==> config.mk <==
export PLATFORM = sky130hd
export DESIGN_NAME = clock_ctrl
export DESIGN_NICKNAME = d
export VERILOG_FILES = /design/src/rtl/clock_ctrl.sv
export SDC_FILE = /design/constraint.sdc
export NUM_CORES = 1
export LEC_CHECK = 0
export CAP_MARGIN = 20
export CORE_ASPECT_RATIO = 0.9
export CORE_UTILIZATION = 60
export CTS_BUF_LIST = sky130_fd_sc_hd__clkbuf_16
export CTS_CLUSTER_SIZE = 8
export DETAILED_ROUTE_END_ITERATION = 8
export GPL_ROUTABILITY_DRIVEN = 0
export PLACE_DENSITY = 0.87
export SYNTH_ARGS = -nofsm -noshare
export SYNTH_HDL_FRONTEND = slang
export SYNTH_SLANG_ARGS = --single-unit
export TNS_END_PERCENT = 100
==> constraint.sdc <==
create_clock -name clk -period 2.53 [get_ports clk]
set_clock_uncertainty 0.1 [all_clocks]
set_input_delay 0.506 -clock clk [delete_from_list [all_inputs] [get_ports clk]]
set_output_delay 0.506 -clock clk [all_outputs]
set_load 0.02 [all_outputs]
==> src/rtl/clock_ctrl.sv <==
// clock_ctrl: mode sequencer and 1 Hz timebase for the digital clock datapath.
// RUN drives the seconds/minutes/hours carry chain from the 1 s tick; SET_HR
// and SET_MIN freeze the seconds counter and steer inc_btn pulses to the
// selected field while a 1 Hz blink marks it on the display.
module clock_ctrl #(
  parameter int TICK_DIV = 100000000
) (
  input  logic       clk,
  input  logic       rst_n,
  input  logic       mode_btn,
  input  logic       inc_btn,
  input  logic       sec_ovf,
  input  logic       min_ovf,
  output logic       sec_en,
  output logic       sec_clr,
  output logic       min_en,
  output logic       hr_en,
  output logic [1:0] mode,
  output logic       blink,
  output logic       tick
);

  localparam int PW = $clog2(TICK_DIV);
  localparam int BW = $clog2(TICK_DIV / 2);
  localparam logic [PW-1:0] PRE_LAST   = PW'(TICK_DIV - 1);
  localparam logic [BW-1:0] BLINK_LAST = BW'(TICK_DIV / 2 - 1);

  typedef enum logic [1:0] {
    ST_RUN     = 2'd0,
    ST_SET_HR  = 2'd1,
    ST_SET_MIN = 2'd2
  } state_t;

  state_t          state_r;
  logic [PW-1:0]   pre_cnt_r;
  logic [BW-1:0]   blink_cnt_r;
  logic            blink_r;
  logic            tick_r;
  logic            sec_clr_r;
  logic            in_set_s;
  logic            enter_set_s;

  // Decode whether we sit in a set mode and whether this edge enters one.
  always_comb begin
    in_set_s    = 1'b0;
    enter_set_s = 1'b0;
    case (state_r)
      ST_RUN: begin
        in_set_s    = 1'b0;
        enter_set_s = mode_btn;
      end
      ST_SET_HR: begin
        in_set_s    = 1'b1;
        enter_set_s = mode_btn;
      end
      ST_SET_MIN: begin
        in_set_s    = 1'b1;
        enter_set_s = 1'b0;
      end
      default: begin
        in_set_s    = 1'b0;
        enter_set_s = 1'b0;
      end
    endcase
  end

  // Mode FSM with registered tick and seconds-clear pulses.
  always_ff @(posedge clk or negedge rst_n) begin
    if (!rst_n) begin
      state_r   <= ST_RUN;
      tick_r    <= 1'b0;
      sec_clr_r <= 1'b0;
    end else begin
      case (state_r)
        ST_RUN: begin
          // A mode press on the wrap edge swallows the pending tick.
          tick_r    <= (pre_cnt_r == PRE_LAST) && !mode_btn;
          sec_clr_r <= mode_btn;
          if (mode_btn) begin
            state_r <= ST_SET_HR;
          end else begin
            state_r <= ST_RUN;
          end
        end
        ST_SET_HR: begin
          tick_r    <= 1'b0;
          sec_clr_r <= 1'b0;
          if (mode_btn) begin
            state_r <= ST_SET_MIN;
          end else begin
            state_r <= ST_SET_HR;
          end
        end
        ST_SET_MIN: begin
          tick_r    <= 1'b0;
          sec_clr_r <= 1'b0;
          if (mode_btn) begin
            state_r <= ST_RUN;
          end else begin
            state_r <= ST_SET_MIN;
          end
        end
        default: begin
          tick_r    <= 1'b0;
          sec_clr_r <= 1'b0;
          state_r   <= ST_RUN;
        end
      endcase
    end
  end

  // Prescaler: free-runs 0..TICK_DIV-1 in RUN, parked at zero otherwise.
  always_ff @(posedge clk or negedge rst_n) begin
    if (!rst_n) begin
      pre_cnt_r <= {PW{1'b0}};
    end else if ((state_r == ST_RUN) && !mode_btn) begin
      if (pre_cnt_r == PRE_LAST) begin
        pre_cnt_r <= {PW{1'b0}};
      end else begin
        pre_cnt_r <= pre_cnt_r + PW'(1);
      end
    end else begin
      pre_cnt_r <= {PW{1'b0}};
    end
  end

  // Blink generator: restarts lit on every set-mode entry, toggles each half period.
  always_ff @(posedge clk or negedge rst_n) begin
    if (!rst_n) begin
      blink_cnt_r <= {BW{1'b0}};
      blink_r     <= 1'b0;
    end else if (enter_set_s) begin
      blink_cnt_r <= {BW{1'b0}};
      blink_r     <= 1'b1;
    end else if (in_set_s && !mode_btn) begin
      if (blink_cnt_r == BLINK_LAST) begin
        blink_cnt_r <= {BW{1'b0}};
        blink_r     <= ~blink_r;
      end else begin
        blink_cnt_r <= blink_cnt_r + BW'(1);
        blink_r     <= blink_r;
      end
    end else begin
      blink_cnt_r <= {BW{1'b0}};
      blink_r     <= 1'b0;
    end
  end

  // Counter enables: carry chain in RUN, user increments in set modes (mode press wins).
  always_comb begin
    sec_en = 1'b0;
    min_en = 1'b0;
    hr_en  = 1'b0;
    case (state_r)
      ST_RUN: begin
        sec_en = tick_r;
        min_en = sec_ovf;
        hr_en  = min_ovf;
      end
      ST_SET_HR: begin
        sec_en = 1'b0;
        min_en = 1'b0;
        hr_en  = inc_btn && !mode_btn;
      end
      ST_SET_MIN: begin
        sec_en = 1'b0;
        min_en = inc_btn && !mode_btn;
        hr_en  = 1'b0;
      end
      default: begin
        sec_en = 1'b0;
        min_en = 1'b0;
        hr_en  = 1'b0;
      end
    endcase
  end

  assign mode    = state_r;
  assign blink   = blink_r;
  assign tick    = tick_r;
  assign sec_clr = sec_clr_r;

endmodule

== After elaboration in Yosys (flattened, before gate mapping) ==
Cells that the tools add are included.

* Output and inout port bits: 8
* Flip-flop bits (word level): 58
* Logic and storage cells: 41
* Input port bits: 6

* Mux-type cells: 19
* Bitwise logic cells: 1
* Reduce and logical (&&, ||, !) cells: 8
* Add/subtract/negate cells: 2
* Equality and inequality tests: 5

{| class="wikitable"
|+ Operator list
! kind !! count
|-
| two-way mux 26 bit || 3
|-
| two-way mux 27 bit || 2
|-
| adder 27 x 1 -> 27 bit, second input constant || 1
|-
| == test 27 bit, second input constant || 1
|-
| adder 26 x 1 -> 26 bit, second input constant || 1
|-
| == test 26 bit, second input constant || 1
|-
| two-way mux 1 bit || 9
|-
| one-hot mux 2 bit (3 select lines) || 1
|-
| logical AND 1 bit || 4
|-
| two-way mux 2 bit || 2
|-
| one-hot mux 1 bit (2 select lines) || 2
|-
| OR reduction 2 bit || 2
|-
| inequality test 3 x 2 -> 1 bit, second input constant || 1
|-
| == test 2 x 1 -> 1 bit, second input constant || 1
|-
| == test 2 bit, second input constant || 1
|-
| logical NOT 2 bit || 1
|-
| logical NOT 1 bit || 1
|-
| inverter 1 bit || 1
|}

== Longest topological paths before layout ==
Gate-level depths: netlist (run 1).

* Depth in word-level cells: 6
* Depth in mapped cells: 6
* Depth with buffers taken out: 5

== Least setup slack after synthesis (run 1) ==
OpenSTA, ideal clock, no wires.

* Path type: register to register
* Start point: register blink_cnt_r[0]
* End point: register blink_r, in the netlist blink
* Slack: 495 ps
* Data required time: 2305 ps
* Stages on the path, launching flop included: 6
* Period minus slack after synthesis: 2035 ps
* Setup time: 125 ps
* Arrival: 1810 ps
* Path buffers: 0
* Path through: dfrtp_1 ha_1 nor4bb_1 nand4_1 o311ai_2 mux2_2

* Longest elaborated chain between the ends: 2

{| class="wikitable"
|+ RTL lines
! what !! line !! text
|-
| from (decl) || 36 || <nowiki>logic [BW-1:0] blink_cnt_r;</nowiki>
|-
| from (signal assigned) || 130 || <nowiki>blink_cnt_r <= {BW{1'b0}};</nowiki>
|-
| from (signal assigned) || 133 || <nowiki>blink_cnt_r <= {BW{1'b0}};</nowiki>
|-
| from (signal assigned) || 137 || <nowiki>blink_cnt_r <= {BW{1'b0}};</nowiki>
|-
| == test 26 bit || 136 || <nowiki>if (blink_cnt_r == BLINK_LAST) begin</nowiki>
|-
| inequality test 3 x 2 -> 1 bit (no line) || - ||
|-
| to (signal assigned) || 138 || <nowiki>blink_r <= ~blink_r;</nowiki>
|-
| to (signal assigned) || 141 || <nowiki>blink_r <= blink_r;</nowiki>
|-
| to (decl) || 37 || <nowiki>logic blink_r;</nowiki>
|}

No other way between the ends.
A chain may end at the register's enable or synchronous reset.

== Final worst setup path (run 1) ==
* Start point: register blink_cnt_r[0]
* End point: register blink_cnt_r[14]

* Longest elaborated chain between the ends: 4
* Elaborated cells on any way between the ends: 5
* Those cells by class: add/sub (1); eq/ne (1); mux (3)

{| class="wikitable"
|+ RTL lines
! what !! line !! text
|-
| adder 26 x 1 -> 26 bit or == test 26 bit (tied branches) || 140, 136 ||
|-
| two-way mux 26 bit * || 136 ||
|-
| two-way mux 26 bit * || 135 || <nowiki>end else if (in_set_s && !mode_btn) begin</nowiki>
|-
| two-way mux 26 bit * || 132 || <nowiki>end else if (enter_set_s) begin</nowiki>
|}

Mark *: on every way between the ends. The rest lies on a longest branch, timed or not.

==> results of run 1 <==
## metal layers
metal | track usage | vias up
li1 | - | 1205
met1 | 0.395 | 1271
met2 | 0.436 | 95
met3 | 0.0763 | 17
met4 | 0.0964 | 0
met5 | 0 | -
## cell usage after synthesis, types with 2 or more instances
cell | count | area share
a21oi_1 | 21 | 0.034
a22o_1 | 2 | 0.0057
and2_1 | 3 | 0.0061
and3_1 | 11 | 0.022
and4_1 | 5 | 0.014
buf_2 | 5 | 0.0082
clkbuf_1 | 5 | 0.0061
dfrtp_1 | 58 | 0.47
ha_1 | 7 | 0.029
inv_1 | 6 | 0.0073
nand2_1 | 27 | 0.033
nand3_1 | 20 | 0.033
nand4_1 | 15 | 0.031
nand4_2 | 2 | 0.0082
nor2_1 | 32 | 0.039
nor4_1 | 6 | 0.012
nor4bb_1 | 4 | 0.013
o21ai_0 | 10 | 0.016
o311ai_2 | 2 | 0.011
o31ai_1 | 13 | 0.032
or2_2 | 2 | 0.0041
or3_1 | 8 | 0.016
or4_1 | 12 | 0.029
or4_4 | 2 | 0.0073
xnor2_1 | 8 | 0.023
xor2_1 | 19 | 0.054
## worst register-to-register path, delay by kind of cell, from the launching register on
| family | cells | cell delay, ns |
|---|---|---|
| fa+ha+maj | 1 | 0.23 |
| buf+inv | 1 | 0.35 |
| flops | 1 | 0.42 |
| simple gates | 3 | 0.58 |
| compound gates | 1 | 0.38 |
## final cells by class
cell class / instances / area [µm²] / share of cell area
sequential: 58 / 1450 / 0.412
timing repair buffer: 17 / 175 / 0.0498
clock buffer: 9 / 225 / 0.0640
clock inverter: 6 / 25.0 / 0.00711
tap: 65 / 81.3 / 0.0231
inverter: 6 / 22.5 / 0.00640
multi-input combinational: 241 / 1540 / 0.437
## cell families (layout without fill, tap and decap cells)
| logic type | count (synthesis) | after routing | synth area share |
|---|---|---|---|
| flops | 58 | 58 | 0.473 |
| buf+inv | 17 | 38 | 0.0253 |
| xor+xnor | 27 | 27 | 0.0771 |
| mux | 2 | 2 | 0.00694 |
| compound gates | 51 | 51 | 0.107 |
| fa+ha+maj | 7 | 7 | 0.0286 |
| simple gates | 154 | 154 | 0.282 |
## registers in the layout, summed over array words and instances, names as in the netlist
name	flops
blink_cnt_r	26
sec_clr	1
tick	1
pre_cnt_r	27
mode	2
blink	1
## what timing repair did
item / 4_1_cts / 5_1_grt
pin swaps: 0 / 0
endpoints found under the setup margin: 1 / 3
gates resized for setup: 1 / 3
endpoints found under the hold margin: 0 / 0
## how the worst max path moves through the flow
stage / startpoint / to / slack, ns / cells past startpoint
floorplan: blink_cnt_r[0] / blink / 0.50 / 5
global placement: inc_btn / min_en / 0.08 / 4
detailed placement: inc_btn / min_en / 0.06 / 4
CTS: inc_btn / hr_en / 0.02 / 4
global route: blink_cnt_r[0] / blink_cnt_r[2] / 0.18 / 6
finish: blink_cnt_r[0] / blink_cnt_r[14] / 0.36 / 6
## report_power, final
part,internal [mW],switching (mW),total [mW]
logic,0.190,0.298,0.488
registers,0.978,0.0503,1.03
clock network,0.637,0.390,1.03
## per-stage QoR
stage	std cells	hold WS (ns)	power (mW)
floorplan	316	0.110	1.33
global placement	387	0.363	1.51
detailed placement	387	0.394	1.53
CTS	402	0.131	2.57
global route	402	0.164	2.66
finish	402	0.113	2.54
==> results.toml, run 1 <==
[floorplan]
start_util = 0.630
row_count = 24
die_x_um = 77.3
coreArea_um2 = 4860
ios = 14
die_y_um = 69.8
dieArea_um2 = 5400

[critical_path]
r2r-end = "blink_cnt_r[14]"
reg2reg_setup_slack_ns = 0.36
cp_top_family = "simple AND/OR/NAND/NOR gates"
cpMaxStageDelayCell = "dfrtp_1"
end_kind = "flop"
path_max_fanout = 25
critPathMaxStageDelay_ns = 0.42
crit_buf_inv = 1
reg2reg_from = "blink_cnt_r[0]"
arrival_ns = 2.27
crit_path_start_kind = "flop"
critPathKind = "reg2reg"
crit_chain = "ha_1 > nor4bb_1 > nand4_1 > o311ai_2 > buf_4 > nor2_1"
reg2reg_depth = 6
worstPathRequired_ns = 2.63

[cells_and_area]
final_common_cell = "dfrtp_1"
stdcell_area_um2 = 3520
n_fill_cell = 343
fin_util = 0.724
antennaDiodeCount = 0
area_growth_pct = 14.8
final_cell_mix = "58 x dfrtp_1, 32 x nor2_1, 27 x nand2_1"
drive_gt1_frac = 0.0890
finish.net_count = 346

[synth]
synth-async-reset-ratio = 1.00
synth_edf_count = 0
synth_flop_cell = "dfrtp_1"
synth_cell_types = 37
postSynthAreaPerCell_um2 = 9.70
ys_warn_count = 0
synth_area_um2 = 3070
ys_ff_latch = 58
synthCells = 316
ys_seq_area_frac = 0.473
synth_fp_nets = 329

[detailed_routing]
drt_pass1_iterations = 5
routed-via-count = 2588
wl_um = 6850
top_layer_used = "met4"
ant_nets = 0
drt-vias-per-instance = 6.44
remaining_drc_errors = 0
first_iter_violations = 334
met1Wirelength_um = 3010
wl_met3_um = 386
wl_met2_um = 3320
wl_per_cell_um = 17.0

[pwr]
vdd_drop_max_mv = 0.490
power.leakage_nw = 1.44
pwr_density_cell_nw_per_um2 = 722

[sta]
fin_crit_ns = 2.17
finalHoldViolCount = 0
tightest_slew_ns = 0.658
fmax_ghz = 0.460
min_period_over_period = 0.859
slew_violations = 0
rsz0062_at_grt = "no"
fin_tns_setup_ns = 0
slew_headroom = 0.561
setup_violations = 0
setup_ws_ns = 0.357

[status]
status = "finished, final reports clean"

[clocking]
postCtsSetupBuffers = 0
cts_buffers = 9
insertion_delay_ns = 0.32
cts_tree = "built"
cts_root_buffer = "clkbuf_16"
cts_max_path_buffers = 2
ctsHoldBuffers = 0
cts.clk_slew.worst_paths_ns = 0.05
cts_sinks = 58
htree_levels = 3

[min_path]
hp-class = "in2async"

[global_route]
antenna_found_initial = 0
grt_max_degree = 32
grt_usage = 0.286
grt_pass1_wl_um = 11900
overflow = 0
grt_pass1_vias = 2504

[placed_design]
place_area_um2 = 3260
port_buffers = 13
post-place-ws_ns = 0.0556
hpwl_um = 4630

[flow_run]
cap_violations = 0
No activity file was read; power rests on OpenSTA's default activity.
==> run 2: changes to the inputs <==
--- a/config.mk
+++ b/config.mk
@@ -7,11 +7,13 @@
 export LEC_CHECK = 0
 export CAP_MARGIN = 20
 export CORE_ASPECT_RATIO = 0.9
+export CORE_MARGIN = 3
 export CORE_UTILIZATION = 60
 export CTS_BUF_LIST = sky130_fd_sc_hd__clkbuf_16
 export CTS_CLUSTER_SIZE = 8
 export DETAILED_ROUTE_END_ITERATION = 8
 export GPL_ROUTABILITY_DRIVEN = 0
+export GPL_TIMING_DRIVEN = 0
 export PLACE_DENSITY = 0.87
 export SYNTH_ARGS = -nofsm -noshare
 export SYNTH_HDL_FRONTEND = slang
==> run 2 against run 1 <==
Net effect:
- global-route usage shrank 3.5 points
- core utilization up 0.27 points
- combinational power grew 7.6%
- register-to-register slack lost 0.21 ns
- clock-buffer cell count stayed put
- cell count is 2.0% higher
- sequential share of layout area fell by 0.41 points
- sequential power hardly changed
- critical path type unchanged
- largest cell class unchanged
==> results.toml, run 2 (synthesis gave the netlist of run 1 again) <==
[global_route]
overflow = 0
grt_usage = 0.251
grt_max_degree = 33
antenna_found_initial = 0
grt_pass1_wl_um = 11300
grt_pass1_vias = 2309

[sta]
min_period_over_period = 0.941
slew_violations = 0
finalHoldViolCount = 0
fmax_ghz = 0.420
setup_ws_ns = 0.149
tightest_slew_ns = 0.714
fin_crit_ns = 2.38
hold_slack_ns = 0.136
slew_headroom = 0.524
setup_violations = 0
fin_tns_setup_ns = 0

[flow_run]
cap_violations = 0

[clocking]
postCtsSetupBuffers = 0
cts_root_buffer = "clkbuf_16"
ctsHoldBuffers = 0
cts_tree = "built"
cts.clk_slew.worst_paths_ns = 0.05
cts_buffers = 9
cts_sinks = 58
cts_max_path_buffers = 2
htree_levels = 3
insertion_delay_ns = 0.32
cts-resized-gates = 2

[floorplan]
ios = 14
die_x_um = 81.3
die_y_um = 73.8
dieArea_um2 = 6000
row_count = 24
coreArea_um2 = 4890
start_util = 0.626

[critical_path]
r2r-end = "pre_cnt_r[4]"
crit_path_start_kind = "flop"
arrival_ns = 2.48
worstPathRequired_ns = 2.63
reg2reg_depth = 6
end_kind = "flop"
reg2reg_setup_slack_ns = 0.15
reg2reg_from = "pre_cnt_r[0]"
path_max_fanout = 10
critPathKind = "reg2reg"

[cells_and_area]
stdcell_area_um2 = 3550
antennaDiodeCount = 0
multiInputGateArea_um2 = 1550
final_cell_mix = "58 x dfrtp_1, 32 x nor2_1, 27 x nand2_1"
drive_gt1_frac = 0.0957
largest_register_ffs = 27
area_growth_pct = 16.0
finish.net_count = 354
n_fill_cell = 305
final_common_cell = "dfrtp_1"
largest_register = "pre_cnt_r"
regArea_um2 = 1450

[detailed_routing]
remaining_drc_errors = 0
drt_pass1_iterations = 5
ant_nets = 0
drt-vias-per-instance = 6.33
routed-via-count = 2594
wl_per_cell_um = 17.3
first_iter_violations = 276
wl_um = 7080

[placed_design]
hpwl_um = 4640
place_area_um2 = 3290
post-place-ws_ns = -0.0167
port_buffers = 13

[pwr]
pwr_density_cell_nw_per_um2 = 724
vdd_drop_max_mv = 0.466
power.leakage_nw = 1.44

[status]
status = "finished, final reports clean"

[min_path]
hp-class = "in2async"
==> run 2: layout make-up <==
| type | count | area share |
|---|---|---|
| Multi-Input combinational cell | 241 | 0.436 |
| Sequential cell | 58 | 0.408 |
| Clock buffer | 9 | 0.0634 |
| Timing Repair Buffer | 14 | 0.0408 |
| Tap cell | 65 | 0.0229 |
| Buffer | 11 | 0.0155 |
| Clock inverter | 6 | 0.00704 |
| Inverter | 6 | 0.00634 |
==> run 2: stage by stage <==
stage / instances / total power [mW] / utilization
floorplan: 316 / 1.33 / -
global placement: 394 / 1.51 / 0.669
detailed placement: 395 / 1.53 / 0.673
CTS: 410 / 2.56 / 0.723
global route: 410 / 2.69 / 0.726
finish: 410 / 2.57 / 0.726
==> run 2: worst max-delay path: stages, from the launching register on <==
cell and delay (ns):
dfrtp_1 0.38, ha_1 0.26, and3_1 0.24, nand2_1 0.24, o311ai_2 0.60, buf_2 0.35, nor2_1 0.09
==> run 2: power by group <==
part	switching (mW)	internal [mW]	total (mW)
Sequential	0.0472	0.978	1.03
Combinational	0.330	0.195	0.525
Clock	0.386	0.636	1.02
==> run 2: worst max-delay path by stage <==
stage                    from            to  slack [ns]
6_report         pre_cnt_r[0]  pre_cnt_r[4]        0.15
4_1_cts               mode[0]        sec_en       0.001
3_3_place_gp            rst_n  pre_cnt_r[9]       -0.90
5_1_grt          pre_cnt_r[0]  pre_cnt_r[5]       -0.02
3_5_place_dp         mode_btn        min_en       -0.02
2_1_floorplan  blink_cnt_r[0]         blink        0.50
==> run 2: routing by layer <==
| metal | vias to the layer above | routed length (µm) | GRT usage | part of all wire |
|---|---|---|---|---|
| met4 | 0 | 144 | 0.116 | 0.020 |
| met3 | 15 | 469 | 0.0576 | 0.066 |
| met1 | 1260 | 3140 | 0.355 | 0.44 |
| li1 | 1213 | - | - | - |
| met2 | 106 | 3320 | 0.364 | 0.47 |
| met5 | - | 0 | 0 | 0 |
==> run 3: changes to the inputs <==
--- a/config.mk
+++ b/config.mk
@@ -6,15 +6,18 @@
 export NUM_CORES = 1
 export LEC_CHECK = 0
 export CAP_MARGIN = 20
+export CELL_PAD_IN_SITES_DETAIL_PLACEMENT = 0
+export CELL_PAD_IN_SITES_GLOBAL_PLACEMENT = 1
 export CORE_ASPECT_RATIO = 0.9
 export CORE_MARGIN = 3
-export CORE_UTILIZATION = 60
+export CORE_UTILIZATION = 47
 export CTS_BUF_LIST = sky130_fd_sc_hd__clkbuf_16
 export CTS_CLUSTER_SIZE = 8
 export DETAILED_ROUTE_END_ITERATION = 8
 export GPL_ROUTABILITY_DRIVEN = 0
 export GPL_TIMING_DRIVEN = 0
 export PLACE_DENSITY = 0.87
+export SKIP_LAST_GASP = 1
 export SYNTH_ARGS = -nofsm -noshare
 export SYNTH_HDL_FRONTEND = slang
 export SYNTH_SLANG_ARGS = --single-unit
==> run 3 against run 2 <==
Net effect:
- sequential share of layout area is 0.34 points lower
- highest routed layer unchanged
- sequential power hardly changed
- routed wire length is 6.9% lower
- register-to-register slack better by 0.05 ns
==> results.toml, run 3 (synthesis gave the netlist of run 1 again) <==
[floorplan]
row_count = 27
dieArea_um2 = 7530
die_x_um = 91.1
ios = 14
start_util = 0.493
coreArea_um2 = 6220
die_y_um = 82.6

[sta]
setup_violations = 0
fin_crit_ns = 2.45
tightest_slew_ns = 0.598
rsz0062_at_grt = "no"
slew_violations = 0
finalHoldViolCount = 0
min_period_over_period = 0.968
slew_headroom = 0.601
fmax_ghz = 0.408

[detailed_routing]
ant_nets = 0
drt-vias-per-instance = 5.82
drt_pass1_iterations = 4
routed-via-count = 2521
wl_per_cell_um = 15.2
remaining_drc_errors = 0
wl_um = 6590
first_iter_violations = 117

[critical_path]
cp_top_family = "buffers and inverters"
arrival_ns = 1.84
crit_buf_inv = 2
r2r-end = "pre_cnt_r[4]"
reg2reg_from = "pre_cnt_r[0]"
critPathKind = "reg2out"
end_kind = "primary output"
crit_path_start_kind = "flop"
worstPathRequired_ns = 1.92
cpMaxStageDelayCell = "clkdlybuf4s50_1"
crit_chain = "inv_1 > ha_2 > and2_1 > clkdlybuf4s50_1"
critPathMaxStageDelay_ns = 0.59
path_max_fanout = 7
reg2reg_setup_slack_ns = 0.20
reg2reg_depth = 6

[global_route]
overflow = 0
antenna_found_initial = 0
grt_pass1_vias = 2341
grt_pass1_wl_um = 11200
grt_usage = 0.188
grt_max_degree = 34

[pwr]
vdd_drop_max_mv = 0.325
power.leakage_nw = 1.44
p_total_mw = 2.56
pwr_density_cell_nw_per_um2 = 715

[placed_design]
place_area_um2 = 3320
hpwl_um = 4480
port_buffers = 13

[clocking]
cts.clk_slew.worst_paths_ns = 0.05
cts_sinks = 58
cts_tree = "built"
cts_buffers = 9
cts_max_path_buffers = 2
ctsHoldBuffers = 0
htree_levels = 3
postCtsSetupBuffers = 0
cts_root_buffer = "clkbuf_16"
insertion_delay_ns = 0.32

[status]
status = "finished, final reports clean"

[cells_and_area]
final_common_cell = "dfrtp_1"
area_growth_pct = 16.9
antennaDiodeCount = 0
largest_register_ffs = 27
finish.net_count = 354
drive_gt1_frac = 0.0983
final_cell_mix = "58 x dfrtp_1, 32 x nor2_1, 27 x nand2_1"
stdcell_area_um2 = 3580
largest_register = "pre_cnt_r"

[min_path]
hp-class = "in2async"

[flow_run]
cap_violations = 0
run 3: metal layers:
layer	share of wire	wire length, µm	vias to the layer above	global-route usage
li1	-	-	1220	-
met1	0.51	3330	1233	0.272
met2	0.43	2850	61	0.281
met3	0.051	338	7	0.0326
met4	0.011	70	0	0.0723
met5	0	0	-	0
run 3: worst max-delay path by stage:
stage	end	slack (ns)	startpoint	depth (start not counted)
finish	sec_en	0.08	mode[0]	4
global route	blink_cnt_r[14]	0.009	blink_cnt_r[0]	6
CTS	sec_en	0.01	mode[0]	4
detailed placement	min_en	-0.02	mode_btn	4
global placement	blink_cnt_r[3]	-1.03	rst_n	1
floorplan	blink	0.50	blink_cnt_r[0]	5
run 3: final cells by class:
type	instances	area, µm²
Clock inverter	7	30.0
Clock buffer	9	225
Buffer	11	55.1
Sequential cell	58	1450
Multi-Input combinational cell	241	1550
Timing Repair Buffer	14	143
Inverter	6	22.5
Fill cell	568	2630
Tap cell	87	109
run 3: worst register-to-register path, delay by kind of cell (launching register included):
kind / cells / cell delay [ns]
and+or+nand+nor: 3 / 0.56
adders and majority gates: 1 / 0.26
AOI/OAI and AO/OA: 1 / 0.58
DFF: 1 / 0.37
buffers and inverters: 1 / 0.33
run 3: repair_timing:
item                                    in CTS  in global routing
resized for setup                            2                  2
endpoints found under the setup margin       2                 22
pin swaps                                    0                  0
run 3: metrics by stage:
stage          setup WS (ns)  hold WS (ns)   util  setup TNS (ns)  std cells
2_1_floorplan          0.495         0.110      -               0        316
3_3_place_gp           -1.03         0.363  0.532          -59.85        416
3_5_place_dp         -0.0214         0.369  0.534         -0.0338        417
4_1_cts               0.0133         0.119  0.575               0        433
5_1_grt              0.00875         0.148  0.577               0        433
6_report              0.0818        0.0897  0.577               0        433
run 3: where the power goes:
group / switching, mW / internal (mW) / total [mW]
combinational: 0.313 / 0.193 / 0.506
clock: 0.390 / 0.640 / 1.03
sequential: 0.0477 / 0.978 / 1.03
